**src/rtl/spi_slave_axi_ctrl_if.sv**
```systemverilog
// AXI4-Lite style single-beat bus bundle used between the SPI slave controller
// (master side) and the system interconnect or memory (slave side).
interface spi_slave_axi_ctrl_if #(
    parameter int AXI_ADDR_WIDTH = 32,
    parameter int AXI_DATA_WIDTH = 32
);

    logic [AXI_ADDR_WIDTH-1:0]   aw_addr;
    logic                        aw_valid;
    logic                        aw_ready;

    logic [AXI_DATA_WIDTH-1:0]   w_data;
    logic [AXI_DATA_WIDTH/8-1:0] w_strb;
    logic                        w_valid;
    logic                        w_ready;

    logic [1:0]                  b_resp;
    logic                        b_valid;
    logic                        b_ready;

    logic [AXI_ADDR_WIDTH-1:0]   ar_addr;
    logic                        ar_valid;
    logic                        ar_ready;

    logic [AXI_DATA_WIDTH-1:0]   r_data;
    logic [1:0]                  r_resp;
    logic                        r_valid;
    logic                        r_ready;

    modport master (
        output aw_addr, aw_valid, input aw_ready,
        output w_data, w_strb, w_valid, input w_ready,
        input b_resp, b_valid, output b_ready,
        output ar_addr, ar_valid, input ar_ready,
        input r_data, r_resp, r_valid, output r_ready
    );

    modport slave (
        input aw_addr, aw_valid, output aw_ready,
        input w_data, w_strb, w_valid, output w_ready,
        output b_resp, b_valid, input b_ready,
        input ar_addr, ar_valid, output ar_ready,
        output r_data, r_resp, r_valid, input r_ready
    );

endinterface

```
**src/rtl/spi_slave_axi_ctrl.sv**
```systemverilog
// SPI slave bus controller: turns synchronized SPI frame requests into
// single-beat AXI4-Lite style reads and writes, streaming words between the
// RX/TX FIFOs and the bus with address auto-increment while the frame is open.
module spi_slave_axi_ctrl #(
    parameter int AXI_ADDR_WIDTH = 32,
    parameter int AXI_DATA_WIDTH = 32
) (
    input  logic                      sys_clk,
    input  logic                      rstn,
    input  logic                      cs_sync,
    input  logic [AXI_ADDR_WIDTH-1:0] address_sync,
    input  logic                      address_valid_sync,
    input  logic                      rd_wr_sync,
    input  logic [AXI_DATA_WIDTH-1:0] rx_data,
    input  logic                      rx_valid,
    output logic                      rx_ready,
    output logic [AXI_DATA_WIDTH-1:0] tx_data,
    output logic                      tx_valid,
    input  logic                      tx_ready,
    spi_slave_axi_ctrl_if.master      axi,
    output logic                      bus_err
);

    localparam logic [AXI_ADDR_WIDTH-1:0] ADDR_STEP = AXI_ADDR_WIDTH'(AXI_DATA_WIDTH / 8);

    typedef enum logic [2:0] {
        IDLE,
        RD_AR,
        RD_R,
        RD_PUSH,
        WR_WAIT,
        WR_AW_W,
        WR_B
    } state_t;

    state_t                    r_state;
    state_t                    w_nextState;
    logic [AXI_ADDR_WIDTH-1:0] r_addr;
    logic [AXI_DATA_WIDTH-1:0] r_txData;
    logic [AXI_DATA_WIDTH-1:0] r_wrData;
    logic                      r_awDone;
    logic                      r_wDone;
    logic                      r_busErr;

    logic                      w_awHs;
    logic                      w_wHs;
    logic                      w_awFin;
    logic                      w_wFin;

    // A channel counts as finished once its handshake happened earlier or happens now.
    assign w_awHs  = (r_state == WR_AW_W) && !r_awDone && axi.aw_ready;
    assign w_wHs   = (r_state == WR_AW_W) && !r_wDone && axi.w_ready;
    assign w_awFin = r_awDone || w_awHs;
    assign w_wFin  = r_wDone || w_wHs;

    assign tx_data     = r_txData;
    assign axi.ar_addr = r_addr;
    assign axi.aw_addr = r_addr;
    assign axi.w_data  = r_wrData;
    assign axi.w_strb  = '1;
    assign bus_err     = r_busErr;

    // State register; reset drops any transaction in flight.
    always_ff @(posedge sys_clk or negedge rstn) begin
        if (!rstn) begin
            r_state <= IDLE;
        end else begin
            r_state <= w_nextState;
        end
    end

    // Next-state and handshake outputs, all derived from the current state.
    always_comb begin
        w_nextState  = r_state;
        rx_ready     = 1'b0;
        tx_valid     = 1'b0;
        axi.ar_valid = 1'b0;
        axi.r_ready  = 1'b0;
        axi.aw_valid = 1'b0;
        axi.w_valid  = 1'b0;
        axi.b_ready  = 1'b0;
        case (r_state)
            IDLE: begin
                if (address_valid_sync) begin
                    w_nextState = rd_wr_sync ? RD_AR : WR_WAIT;
                end
            end
            RD_AR: begin
                axi.ar_valid = 1'b1;
                if (axi.ar_ready) begin
                    w_nextState = RD_R;
                end
            end
            RD_R: begin
                axi.r_ready = 1'b1;
                if (axi.r_valid) begin
                    w_nextState = RD_PUSH;
                end
            end
            RD_PUSH: begin
                tx_valid = 1'b1;
                if (tx_ready) begin
                    w_nextState = cs_sync ? IDLE : RD_AR;
                end
            end
            WR_WAIT: begin
                rx_ready = rx_valid;
                if (rx_valid) begin
                    w_nextState = WR_AW_W;
                end else if (cs_sync) begin
                    w_nextState = IDLE;
                end
            end
            WR_AW_W: begin
                axi.aw_valid = !r_awDone;
                axi.w_valid  = !r_wDone;
                if (w_awFin && w_wFin) begin
                    w_nextState = WR_B;
                end
            end
            WR_B: begin
                axi.b_ready = 1'b1;
                if (axi.b_valid) begin
                    w_nextState = WR_WAIT;
                end
            end
            default: begin
                w_nextState = IDLE;
            end
        endcase
    end

    // Address, data capture, per-channel completion flags and the error pulse.
    always_ff @(posedge sys_clk or negedge rstn) begin
        if (!rstn) begin
            r_addr   <= '0;
            r_txData <= '0;
            r_wrData <= '0;
            r_awDone <= 1'b0;
            r_wDone  <= 1'b0;
            r_busErr <= 1'b0;
        end else begin
            r_busErr <= ((r_state == RD_R) && axi.r_valid && (axi.r_resp != 2'b00)) ||
                        ((r_state == WR_B) && axi.b_valid && (axi.b_resp != 2'b00));
            case (r_state)
                IDLE: begin
                    if (address_valid_sync) begin
                        r_addr <= address_sync;
                    end
                end
                RD_R: begin
                    if (axi.r_valid) begin
                        r_txData <= axi.r_data;
                    end
                end
                RD_PUSH: begin
                    if (tx_ready && !cs_sync) begin
                        r_addr <= r_addr + ADDR_STEP;
                    end
                end
                WR_WAIT: begin
                    if (rx_valid) begin
                        r_wrData <= rx_data;
                        r_awDone <= 1'b0;
                        r_wDone  <= 1'b0;
                    end
                end
                WR_AW_W: begin
                    if (w_awHs) begin
                        r_awDone <= 1'b1;
                    end
                    if (w_wHs) begin
                        r_wDone <= 1'b1;
                    end
                end
                WR_B: begin
                    if (axi.b_valid) begin
                        r_addr <= r_addr + ADDR_STEP;
                    end
                end
                default: begin
                end
            endcase
        end
    end

endmodule

```
**src/flat_wrapper.sv**
```systemverilog
// flat-port wrapper written by rule: the top's interface ports become plain ports
module spi_slave_axi_ctrl_flat 
#(
    parameter int AXI_ADDR_WIDTH = 32,
    parameter int AXI_DATA_WIDTH = 32
)
  (sys_clk, rstn, cs_sync, address_sync, address_valid_sync, rd_wr_sync, rx_data, rx_valid, rx_ready, tx_data, tx_valid, tx_ready, bus_err, axi_aw_addr, axi_aw_valid, axi_aw_ready, axi_w_data, axi_w_strb, axi_w_valid, axi_w_ready, axi_b_resp, axi_b_valid, axi_b_ready, axi_ar_addr, axi_ar_valid, axi_ar_ready, axi_r_data, axi_r_resp, axi_r_valid, axi_r_ready);
  spi_slave_axi_ctrl_if #(.AXI_ADDR_WIDTH(AXI_ADDR_WIDTH), .AXI_DATA_WIDTH(AXI_DATA_WIDTH)) axi_i ();
  input  logic sys_clk;
  input  logic rstn;
  input  logic cs_sync;
  input  logic [AXI_ADDR_WIDTH-1:0] address_sync;
  input  logic address_valid_sync;
  input  logic rd_wr_sync;
  input  logic [AXI_DATA_WIDTH-1:0] rx_data;
  input  logic rx_valid;
  output logic rx_ready;
  output logic [AXI_DATA_WIDTH-1:0] tx_data;
  output logic tx_valid;
  input  logic tx_ready;
  output logic bus_err;
  output wire logic [$bits(axi_i.aw_addr)-1:0] axi_aw_addr;
  output wire logic [$bits(axi_i.aw_valid)-1:0] axi_aw_valid;
  input wire logic [$bits(axi_i.aw_ready)-1:0] axi_aw_ready;
  output wire logic [$bits(axi_i.w_data)-1:0] axi_w_data;
  output wire logic [$bits(axi_i.w_strb)-1:0] axi_w_strb;
  output wire logic [$bits(axi_i.w_valid)-1:0] axi_w_valid;
  input wire logic [$bits(axi_i.w_ready)-1:0] axi_w_ready;
  input wire logic [$bits(axi_i.b_resp)-1:0] axi_b_resp;
  input wire logic [$bits(axi_i.b_valid)-1:0] axi_b_valid;
  output wire logic [$bits(axi_i.b_ready)-1:0] axi_b_ready;
  output wire logic [$bits(axi_i.ar_addr)-1:0] axi_ar_addr;
  output wire logic [$bits(axi_i.ar_valid)-1:0] axi_ar_valid;
  input wire logic [$bits(axi_i.ar_ready)-1:0] axi_ar_ready;
  input wire logic [$bits(axi_i.r_data)-1:0] axi_r_data;
  input wire logic [$bits(axi_i.r_resp)-1:0] axi_r_resp;
  input wire logic [$bits(axi_i.r_valid)-1:0] axi_r_valid;
  output wire logic [$bits(axi_i.r_ready)-1:0] axi_r_ready;
  assign axi_aw_addr = axi_i.aw_addr;
  assign axi_aw_valid = axi_i.aw_valid;
  assign axi_i.aw_ready = axi_aw_ready;
  assign axi_w_data = axi_i.w_data;
  assign axi_w_strb = axi_i.w_strb;
  assign axi_w_valid = axi_i.w_valid;
  assign axi_i.w_ready = axi_w_ready;
  assign axi_i.b_resp = axi_b_resp;
  assign axi_i.b_valid = axi_b_valid;
  assign axi_b_ready = axi_i.b_ready;
  assign axi_ar_addr = axi_i.ar_addr;
  assign axi_ar_valid = axi_i.ar_valid;
  assign axi_i.ar_ready = axi_ar_ready;
  assign axi_i.r_data = axi_r_data;
  assign axi_i.r_resp = axi_r_resp;
  assign axi_i.r_valid = axi_r_valid;
  assign axi_r_ready = axi_i.r_ready;
  spi_slave_axi_ctrl #(.AXI_ADDR_WIDTH(AXI_ADDR_WIDTH), .AXI_DATA_WIDTH(AXI_DATA_WIDTH)) u_core (.sys_clk(sys_clk), .rstn(rstn), .cs_sync(cs_sync), .address_sync(address_sync), .address_valid_sync(address_valid_sync), .rd_wr_sync(rd_wr_sync), .rx_data(rx_data), .rx_valid(rx_valid), .rx_ready(rx_ready), .tx_data(tx_data), .tx_valid(tx_valid), .tx_ready(tx_ready), .axi(axi_i), .bus_err(bus_err));
endmodule
```
**config.mk**
```make
export PLATFORM = sky130hd
export DESIGN_NAME = spi_slave_axi_ctrl_flat
export DESIGN_NICKNAME = d
export VERILOG_FILES = /design/src/rtl/spi_slave_axi_ctrl_if.sv /design/src/rtl/spi_slave_axi_ctrl.sv /design/src/flat_wrapper.sv
export SDC_FILE = /design/constraint.sdc
export NUM_CORES = 1
export LEC_CHECK = 0
export CAP_MARGIN = 10
export CORE_MARGIN = 3
export CORE_UTILIZATION = 41
export CTS_CLUSTER_DIAMETER = 150
export CTS_CLUSTER_SIZE = 25
export DETAILED_ROUTE_END_ITERATION = 6
export PLACE_DENSITY_LB_ADDON = 0.3
export SLEW_MARGIN = 20
export SYNTH_ARGS = -nofsm -noshare
export SYNTH_HDL_FRONTEND = slang
export SYNTH_SLANG_ARGS = --single-unit
```
**constraint.sdc**
```tcl
create_clock -name sys_clk -period 2.08 [get_ports sys_clk]
set_clock_uncertainty 0.15 [all_clocks]
set_input_delay 0.208 -clock sys_clk [delete_from_list [all_inputs] [get_ports sys_clk]]
set_output_delay 0.208 -clock sys_clk [all_outputs]
set_load 0.02 [all_outputs]
```
# Yosys cells after proc, flatten, opt, wreduce, memory -nomap -nowiden
# Cells that the tools add are included.
word_totals:
  ff_bits: 102
  in_bits: 112
  out_inout_bits: 140
  word_cells: 79
classes:
  add_sub_neg: 1
  eq_ne: 17
  mux: 27
  n_reduce_logical: 27
op_table:
  columns: ["op", "n"]
  rows:
  - ["32-bit 2-to-1 mux", 3]
  - ["32-bit case mux with 3 select lines", 1]
  - ["32-bit by 3-bit adder with 32-bit output, second input constant", 1]
  - ["3-bit 2-to-1 mux", 9]
  - ["3-bit case mux with 7 select lines", 1]
  - ["2-bit != test, second input constant", 7]
  - ["1-bit 2-to-1 mux", 11]
  - ["1-bit logical AND", 10]
  - ["3-bit equality test, second input constant", 3]
  - ["7-bit AND reduction", 1]
  - ["3-bit by 2-bit equality test with 1-bit output, second input constant", 2]
  - ["2-bit by 1-bit != test with 1-bit output, second input constant", 3]
  - ["3-bit AND reduction", 2]
  - ["2-bit nonzero test", 3]
  - ["1-bit case mux with 2 select lines", 2]
  - ["2-bit AND reduction", 2]
  - ["4-bit AND reduction", 1]
  - ["3-bit by 1-bit equality test with 1-bit output, second input constant", 1]
  - ["1-bit zero test", 3]
  - ["3-bit zero test", 1]
  - ["1-bit logical OR", 3]
  - ["3-bit != test, second input constant", 1]
  - ["3-bit nonzero test", 1]

# Logic depth before layout (Yosys ltp)
# Gate-level depths: netlist (run 1).
depth:
  word_depth: 7
  mapped_depth: 8

# Worst setup path after synthesis (run 1)
# No wires, ideal clock.
synth_timing:
  path_type: "reg2reg"
  start: "register u_core.r_state[0]"
  end: "register u_core.r_txData[10] (netlist: u_core.tx_data[10])"
  setup_time_ns: 0.127
  arrival_time_ns: 1.811
  setup_slack_ns: -0.009
  path_stages_with_launch: 8
  n_path_buf: 3
  period_less_slack_ns: 2.089
  path_cell_list: "dfrtp_1 -> buf_6 -> nor2b_1 -> nor2b_1 -> and2_1 -> buf_4 -> buf_6 -> mux2_1"
synth_between:
  elab_chain_len: 2
synth_lines:
  columns: ["item", "line_no", "source"]
  rows:
  - ["start: declaration", "spi_slave_axi_ctrl.sv:36", "state_t r_state;"]
  - ["start signal: assignment", "spi_slave_axi_ctrl.sv:68", "r_state <= w_nextState;"]
  - ["3-bit by 2-bit equality test with 1-bit output", "spi_slave_axi_ctrl.sv:145", "case (r_state)"]
  - ["2-bit AND reduction (no line)", null, null]
  - ["end signal: assignment", "spi_slave_axi_ctrl.sv:153", "r_txData <= axi.r_data;"]
  - ["end: declaration", "spi_slave_axi_ctrl.sv:39", "logic [AXI_DATA_WIDTH-1:0] r_txData;"]
# Every way passes these cells.
# A chain may end at the register's enable or synchronous reset.

# Worst setup path in the final report (run 1)
layout_timing:
  start: "register u_core.r_state[1]"
  end: "output port axi_aw_valid"
layout_between:
  elab_chain_len: 2
layout_lines:
  columns: ["item", "line_no", "source"]
  rows:
  - ["3-bit equality test", "spi_slave_axi_ctrl.sv:82", "case (r_state)"]
  - ["1-bit 2-to-1 mux", "spi_slave_axi_ctrl.sv:82", null]
  - ["end: declaration", "flat_wrapper.sv:23", "output wire logic [$bits(axi_i.aw_valid)-1:0] axi_aw_valid;"]
# Every way passes these cells.

==> results of run 1 <==
metal layers:
| metal | up-vias | global-route usage (%) |
|---|---|---|
| met4 | 0 | 8.132 |
| met1 | 2195 | 26.60 |
| met3 | 23 | 3.748 |
| met5 | - | 0 |
| met2 | 185 | 36.99 |
| li1 | 2145 | - |
worst paths after layout:
check                                                      to  slack [ns]  depth (start not counted)
min in group sys_clk        u_core.axi.ar_addr[1]$_DFFE_PN0P_        0.25                          3
max reg2reg                u_core.axi.ar_addr[24]$_DFFE_PN0P_        0.10                          5
max                                              axi_aw_valid        0.07                          4
min reg2reg                     u_core.tx_data[3]$_DFFE_PN0P_        0.33                          1
min                        u_core.axi.ar_addr[26]$_DFFE_PN0P_        0.21                          2
max in group asynchronous       u_core.tx_data[3]$_DFFE_PN0P_        0.94                          3
critical path, cell delays in order (launching register included):
cell and delay [ns]:
dfrtp_1 0.47, buf_4 0.21, nand3b_1 0.19, nor2_1 0.12
clkdlybuf4s15_1 0.33
what timing repair did:
action / in CTS / in global routing
endpoints found under the setup margin: 7 / 4
gates resized for setup: 9 / 3
hold buffers: 1 / 0
hold endpoints to repair: 27 / 0
sequential cells by signal, summed over array words and instances (netlist names):
register            flops
u_core.axi.ar_addr     32
u_core.axi.w_data      32
u_core.bus_err          1
u_core.r_awDone         1
u_core.r_state          3
u_core.r_wDone          1
u_core.tx_data         32
cell usage in the layout, fill, tap and decap left out, types with 2 or more instances in the layout:
cell type        count
o22a_1               5
clkinvlp_4           2
a211oi_1             2
nor2_1              27
nor3_1               7
nor3_2               2
nor3b_1              2
nand3_1             18
nor2b_2              2
dfrtp_1            101
a31oi_1              5
clkdlybuf4s50_1    239
inv_1                2
nor4_1               3
o22ai_1              9
a311oi_1             2
conb_1               4
a2bb2oi_1            9
nand2b_1             6
clkbuf_8             2
o21ai_1             15
o31ai_1              2
o221a_1              2
buf_4               29
dlygate4sd2_1        6
clkbuf_16            9
mux2i_1              3
a21oi_1             34
and3_1               5
a31o_2               2
and2_1               4
nand3b_1             3
nand4_1              6
o21ai_0              6
mux2_2              35
buf_12               9
nand2_1             32
mux2_1              29
metrics by stage:
step / setup TNS [ns] / cells / cell area [µm²]
3_5_place_dp: -0.04849 / 861 / 7744
5_1_grt: 0 / 878 / 8066
4_1_cts: 0 / 878 / 8059
3_3_place_gp: 0 / 861 / 7744
6_report: 0 / 878 / 8066
2_1_floorplan: 0 / 474 / 5117
area by class of cell:
type	instances	share of cell area [%]
tap	168	2.606
clock inverter	4	0.6670
multi-input combinational	305	26.31
inverter	2	0.09307
sequential	102	31.66
timing repair buffer	285	35.49
clock buffer	12	3.180
logic make-up after synthesis:
group | after synthesis | share of synthesized area, %
fa+ha+maj | 1 | 0.2451
other cells | 1 | 0.07348
buf+inv | 67 | 8.850
xor+xnor | 1 | 0.1716
compound gates | 107 | 13.63
mux | 67 | 14.71
flops | 102 | 50.01
simple gates | 125 | 12.31
power by group through the flow:
| stage | sequential [mW] | clock [mW] | combinational, mW |
|---|---|---|---|
| floorplan | 4.86 | 0 | 3.22 |
| global placement | 3.73 | 0 | 7.60 |
| detailed placement | 3.79 | 0 | 7.73 |
| CTS | 3.76 | 1.76 | 7.73 |
| global route | 3.91 | 1.84 | 8.16 |
| finish | 3.76 | 1.72 | 7.69 |
==> flow_summary.toml, run 1 <==
[clock_tree]
cts-root-buf = "clkbuf_16"
cts_buffers = 9
cts.path.max_buffers = 2
cts_setup_buffers = 0
clock_latency_ns = 0.34
cts_sinks = 102
h-tree-depth = 3
cts_tree = "yes"
clkSlewWorstSetupHoldPaths_ns = 0.07

[power]
swShare_pct = 40.34
irDropWorstVdd_uv = 869.1
cell_internal_pwr_mw = 7.854
clkPwrFrac_pct = 13.1
p_leak_nw = 3.291
share_comb_of_total_power_pct = 58.4
power.net_switching_mw = 5.311
cellPowerDensity_nw_per_um2 = 1632
p_seq_share_pct = 28.5
total_power_mw = 13.16

[outcome]
outcome = "complete, no violations"

[global_route]
track_usage_pct = 21.32
grt-ovfl-total = 0
antenna_found_initial = 0
grt_pass1_wl_um = 24170
grt_pass1_vias = 4691
grt_max_degree = 55

[logic_synthesis]
synth_cell_type_count = 57
synth_edf_count = 0
synth_warnings = 0
synth.avg_cell_area_um2 = 10.84
synthTopCellsByCount = "102 x dfrtp_1, 38 x buf_4, 35 x mux2_2"
synth_ff_type = "dfrtp_1"
synthArstFlopShare_pct = 100.0
synthCells = 471
synthTopCellsByArea = "dfrtp_1 50%, mux2_2 7.7%, mux2_1 6.4%"
synth_top_area_share_pct = 50.01
syn_area_um2 = 5104
yosysTopAreaCell = "dfrtp_1"
synth_seq_cells = 102
seq_area_frac_synth_pct = 50.01
yosys.cell_count.top_type = "dfrtp_1"

[min_path]
hp-class = "primary input to async pin"

[critical_path]
path_class = "register to output port"
critPathMaxFanout = 10
cp-start-kind = "register"
r2r_start = "u_core.r_state[0]$_DFFE_PN0P_"
worstSetupEndpointType = "output port"
crit_start = "u_core.r_state[1]$_DFFE_PN0P_"
cp_data_required_time_ns = 1.72
cp.arrival_ns = 1.65

[cells_and_area]
fillers = 975
drive_gt1_share_pct = 14.08
fin_nets = 818
n_antenna_cell = 0
ff_latch_area_um2 = 2554
area_growth_pct = 58.05
multi_input_area_um2 = 2122
fin_util_pct = 66.60

[detailed_routing]
drc = 0
wl_met2_um = 7426
first_pass_iters = 4
vias = 4548
wl_per_cell_um = 16.93
wl_met3_um = 806
drt_iter0_drc = 283
wl_met1_um = 6265
routed_wl_um = 14860
ant_nets = 0
highest_layer = "met4"
vias_per_cell = 5.180

[floorplan]
core-area_um2 = 12110
die_h_um = 117.6
dieArea_um2 = 13820
start_util_pct = 42.14
rows = 40
design.portCount = 252
chipWidth_um = 117.6

[sta]
rsz0062_at_grt = "false"
timing.final.ws_setup_ns = 0.07302
final-setup-viol-count = 0
fin_hold_ws_ns = 0.2136
max_freq_mhz = 498.3
period_minus_slack_ns = 2.007
maxSlewViolCount = 0
finalHoldViolations = 0
finalCritPeriodShare_pct = 96.49

[placement]
portBuffers = 247
dpl_worst_slack_ns = -0.03576
dpl.hpwl_um = 11510
gp_congestion = 0.8935

[flow_run]
maxCapViolCount = 0
Note: power is estimated with default switching activity, not from simulation.
==> run 2: changes to the inputs <==
--- a/config.mk
+++ b/config.mk
@@ -8,8 +8,9 @@
 export CAP_MARGIN = 10
 export CORE_MARGIN = 3
 export CORE_UTILIZATION = 41
+export CTS_BUF_LIST = sky130_fd_sc_hd__clkbuf_8 sky130_fd_sc_hd__clkbuf_16
 export CTS_CLUSTER_DIAMETER = 150
-export CTS_CLUSTER_SIZE = 25
+export CTS_CLUSTER_SIZE = 8
 export DETAILED_ROUTE_END_ITERATION = 6
 export PLACE_DENSITY_LB_ADDON = 0.3
 export SLEW_MARGIN = 20
==> run 2 against run 1 <==
Against the previous run:
- global-route usage unchanged
- die area unchanged
- worst hold slack worse by 0.0029 ns
==> flow_summary.toml, run 2 (synthesis results as in run 1) <==
[cells_and_area]
stdcell_count = 878
area_growth_pct = 58.05
drive_gt1_share_pct = 14.08
fin_util_pct = 66.60
design_area_um2 = 8066
n_antenna_cell = 0
fin_nets = 818
final_cell_mix = "239 x clkdlybuf4s50_1, 101 x dfrtp_1, 35 x mux2_2, 34 x a21oi_1, 32 x nand2_1"
final_common_cell = "clkdlybuf4s50_1"

[sta]
finalHoldViolations = 0
timing.final.ws_setup_ns = 0.07208
tns_ns = 0
finalCritPeriodShare_pct = 96.53
max_freq_mhz = 498.0
final-setup-viol-count = 0
period_minus_slack_ns = 2.008
rsz0062_at_grt = "false"
fin_hold_ws_ns = 0.2108
maxSlewViolCount = 0

[detailed_routing]
vias_per_cell = 5.189
first_pass_iters = 5
drc = 0
drt_iter0_drc = 283
wl_per_cell_um = 16.92
ant_nets = 0
routed_wl_um = 14860
vias = 4556

[critical_path]
critPathMaxFanout = 10
cp.arrival_ns = 1.65
cp-start-kind = "register"
cp_data_required_time_ns = 1.72
path_class = "register to output port"
worstSetupEndpointType = "output port"

[clock_tree]
cts_tree = "yes"
cts-root-buf = "clkbuf_16"
clkSlewWorstSetupHoldPaths_ns = 0.07
cts.path.max_buffers = 2
cts_sinks = 102
clock_latency_ns = 0.34
cts_setup_buffers = 0
h-tree-depth = 3
cts_buffers = 9

[floorplan]
start_util_pct = 42.14
die_h_um = 117.6
dieArea_um2 = 13820
design.portCount = 252
core-area_um2 = 12110
rows = 40
chipWidth_um = 117.6

[placement]
portBuffers = 247
dpl_worst_slack_ns = -0.03576
place_inst = 861
gp_congestion = 0.8935
placed_cell_area_um2 = 7744
dpl.hpwl_um = 11510

[flow_run]
maxCapViolCount = 0

[min_path]
hp-class = "primary input to async pin"

[global_route]
track_usage_pct = 21.32
antenna_found_initial = 0
grt_pass1_wl_um = 24170
grt-ovfl-total = 0
grt_max_degree = 55
grt_pass1_vias = 4691

[power]
p_leak_nw = 3.295
cellPowerDensity_nw_per_um2 = 1632
total_power_mw = 13.16
irDropWorstVdd_uv = 868.5

[outcome]
outcome = "complete, no violations"
[run 2: changes by cell type in the layout (fill, tap and decap cells not counted), sizes merged]
cell | previous run | this run
inv | 3 | 4
clkbuf | 12 | 11
[run 2: worst paths after layout]
path / end / start / cells past startpoint / slack (ns)
worst max-delay path: axi_aw_valid / u_core.r_state[1]$_DFFE_PN0P_ / 4 / 0.07
worst min-delay path: u_core.axi.ar_addr[26]$_DFFE_PN0P_ / rstn / 2 / 0.21
worst max register to register: u_core.axi.ar_addr[24]$_DFFE_PN0P_ / u_core.r_state[0]$_DFFE_PN0P_ / 5 / 0.10
worst min register to register: u_core.tx_data[3]$_DFFE_PN0P_ / u_core.tx_data[3]$_DFFE_PN0P_ / 1 / 0.33
max in group asynchronous: u_core.tx_data[3]$_DFFE_PN0P_ / rstn / 3 / 0.94
min in group sys_clk: u_core.axi.ar_addr[1]$_DFFE_PN0P_ / address_sync[1] / 3 / 0.25
[run 2: power by group]
part / switching [mW] / leakage [nW] / internal [mW] / total [mW]
registers: 0.777 / 1.21 / 2.98 / 3.76
clock network: 0.721 / 0.150 / 0.999 / 1.72
logic: 3.81 / 1.93 / 3.87 / 7.69
[run 2: area by class of cell]
cell class / instances / area [µm²]
clock buffer: 11 / 252.7
clock inverter: 5 / 57.56
fill: 975 / 4045
inverter: 2 / 7.507
multi-input combinational: 305 / 2122
sequential: 102 / 2554
tap: 168 / 210.2
timing repair buffer: 285 / 2863
[run 2: critical path, cell delays in order, from the launching register on]
cell,delay [ns]
dfrtp_1,0.47
buf_4,0.21
nand3b_1,0.19
nor2_1,0.12
clkdlybuf4s15_1,0.33
[run 2: repair_timing]
| action | 4_1_cts | 5_1_grt |
|---|---|---|
| endpoints found under the hold margin | 27 | 0 |
| hold buffers | 1 | 0 |
| resized for setup | 9 | 3 |
| endpoints found under the setup margin | 7 | 4 |
[run 2: metal layers]
layer	vias up	track usage, %	routed length (µm)
met5	-	0	0
met4	0	8.132	356
li1	2145	-	-
met1	2205	26.60	6285
met2	184	36.99	7421
met3	22	3.748	795
==> run 3: changes to the inputs <==
--- a/config.mk
+++ b/config.mk
@@ -6,7 +6,7 @@
 export NUM_CORES = 1
 export LEC_CHECK = 0
 export CAP_MARGIN = 10
-export CORE_MARGIN = 3
+export CORE_MARGIN = 2
 export CORE_UTILIZATION = 41
 export CTS_BUF_LIST = sky130_fd_sc_hd__clkbuf_8 sky130_fd_sc_hd__clkbuf_16
 export CTS_CLUSTER_DIAMETER = 150
==> run 3 against run 2 <==
Against the previous run:
- critical path depth increased by 2
- sequential power about the same
- worst hold slack improved by 0.036 ns
- die area decreased by 3.4%
- non-clock buffer count increased by 3
- critical path type is now register to register
==> flow_summary.toml, run 3 (synthesis results as in run 1) <==
[sta]
finalHoldViolations = 0
tightest_slew_ns = 0.5657
fin_hold_ws_ns = 0.2469
slew_headroom_pct = 62.29
maxSlewViolCount = 0
max_freq_mhz = 507.9
finalCritPeriodShare_pct = 94.65
rsz0062_at_grt = "false"
period_minus_slack_ns = 1.969
final-setup-viol-count = 0

[critical_path]
cp.arrival_ns = 2.05
worstSetupEndpointType = "register"
cp-start-kind = "register"
path_cells = "ha_1 -> nand3_1 -> nor2_2 -> and3_2 -> nand3_1 -> o221a_1"
reg2reg_depth = 6
critical_path.top_delay_family = "simple AND/OR/NAND/NOR gates"
crit_start = "u_core.axi.ar_addr[3]$_DFFE_PN0P_"
crit_top_cell = "nand3_1"
crit_path_top_delay_cell = "dfrtp_1"
critPathMaxFanout = 6
path_class = "register to register"
cp.depth = 6
r2r_start = "u_core.axi.ar_addr[3]$_DFFE_PN0P_"
cp_data_required_time_ns = 2.16
path_buf_inv = 0
cpPeakStageDelay_ns = 0.43

[detailed_routing]
first_pass_iters = 4
vias = 4575
drc = 0
drt_iter0_drc = 268
routed_wl_um = 15120
ant_nets = 0
wl_per_cell_um = 17.16
vias_per_cell = 5.193

[min_path]
hp-class = "primary input to async pin"

[placement]
dpl.hpwl_um = 11500
portBuffers = 247
gp_congestion = 0.8845
place_inst = 863
placed_cell_area_um2 = 7746

[clock_tree]
clkSlewWorstSetupHoldPaths_ns = 0.07
clock_latency_ns = 0.34
h-tree-depth = 3
cts_tree = "yes"
cts_buffers = 9
cts_sinks = 102
cts-root-buf = "clkbuf_16"
cts_setup_buffers = 0
cts.path.max_buffers = 2

[cells_and_area]
fin_nets = 821
drive_gt1_share_pct = 14.73
design_area_um2 = 8087
multi_input_area_um2 = 2126
final_common_cell = "clkdlybuf4s50_1"
area_growth_pct = 58.45
stdcell_count = 881
n_antenna_cell = 0
fillers = 961
ff_latch_area_um2 = 2555
final_cell_mix = "239 x clkdlybuf4s50_1, 100 x dfrtp_1, 35 x mux2_2, 34 x a21oi_1, 32 x nand2_1"

[power]
swShare_pct = 40.71
irDropWorstVdd_uv = 879.7
share_comb_of_total_power_pct = 58.9
clkPwrFrac_pct = 12.8
p_seq_share_pct = 28.4
p_leak_nw = 3.316
cell_internal_pwr_mw = 7.825
cellPowerDensity_nw_per_um2 = 1632
power.net_switching_mw = 5.372

[global_route]
grt-ovfl-total = 0
grt_pass1_vias = 4441
grt_pass1_wl_um = 22470
track_usage_pct = 21.73
antenna_found_initial = 0
grt_max_degree = 51

[floorplan]
die_h_um = 115.6
core-area_um2 = 12060
design.portCount = 252
start_util_pct = 42.31
chipWidth_um = 115.6
dieArea_um2 = 13360
rows = 40

[outcome]
outcome = "complete, no violations"

[flow_run]
maxCapViolCount = 0
## run 3: changes by cell type in the layout (fill, tap and decap cells not counted), sizes merged
| cell | change |
|---|---|
| buf | +2 |
| clkdlybuf4s15 | -1 |
| clkinv | +1 |
| clkinvlp | +1 |
## run 3: per-layer routing
metal	global-route usage, %	share of wire (%)	wire, µm	vias to the layer above
li1	-	-	-	2147
met1	27.34	42	6283	2198
met2	37.62	50	7564	205
met3	2.824	6.1	929	25
met4	9.398	2.2	340	0
met5	0	0	0	-
## run 3: final timing paths
check | slack (ns) | endpoint
worst max register to register | 0.11 | u_core.axi.ar_addr[22]$_DFFE_PN0P_
worst min-delay path | 0.25 | u_core.axi.ar_addr[0]$_DFFE_PN0P_
max in group asynchronous | 0.94 | u_core.tx_data[16]$_DFFE_PN0P_
worst max-delay path | 0.11 | u_core.axi.ar_addr[22]$_DFFE_PN0P_
worst min register to register | 0.34 | u_core.tx_data[9]$_DFFE_PN0P_
min in group sys_clk | 0.25 | u_core.axi.ar_addr[1]$_DFFE_PN0P_
## run 3: area by class of cell
| class | count | share of cell area (%) |
|---|---|---|
| Timing Repair Buffer | 288 | 35.73 |
| Clock inverter | 7 | 0.9129 |
| Tap cell | 168 | 2.599 |
| Clock buffer | 9 | 2.785 |
| Inverter | 2 | 0.09284 |
| Multi-Input combinational cell | 305 | 26.29 |
| Sequential cell | 102 | 31.60 |
## run 3: power by group through the flow
stage	logic (mW)	clock network, mW	registers (mW)
after floorplan	3.22	0	4.86
after global placement	7.59	0	3.70
after detailed placement	7.73	0	3.77
after CTS	7.73	1.73	3.74
after global routing	8.25	1.82	3.87
final	7.77	1.68	3.74
## run 3: repair_timing
item	4_1_cts	5_1_grt
hold buffers	1	0
hold endpoints to repair	38	0
resized for setup	9	8
pin swaps	0	1
cloned	0	1
endpoints found under the setup margin	31	7
## run 3: per-stage QoR
step                util (%)  worst slack [ns]  total power, mW  setup TNS, ns
floorplan                  -            0.1078            8.080              0
global placement       64.22           0.01187            11.30              0
CTS                    66.74           0.05398            13.19              0
global route           67.04          0.001057            13.94              0
detailed placement     64.22          -0.07893            11.50        -0.2086
finish                 67.04            0.1112            13.20              0
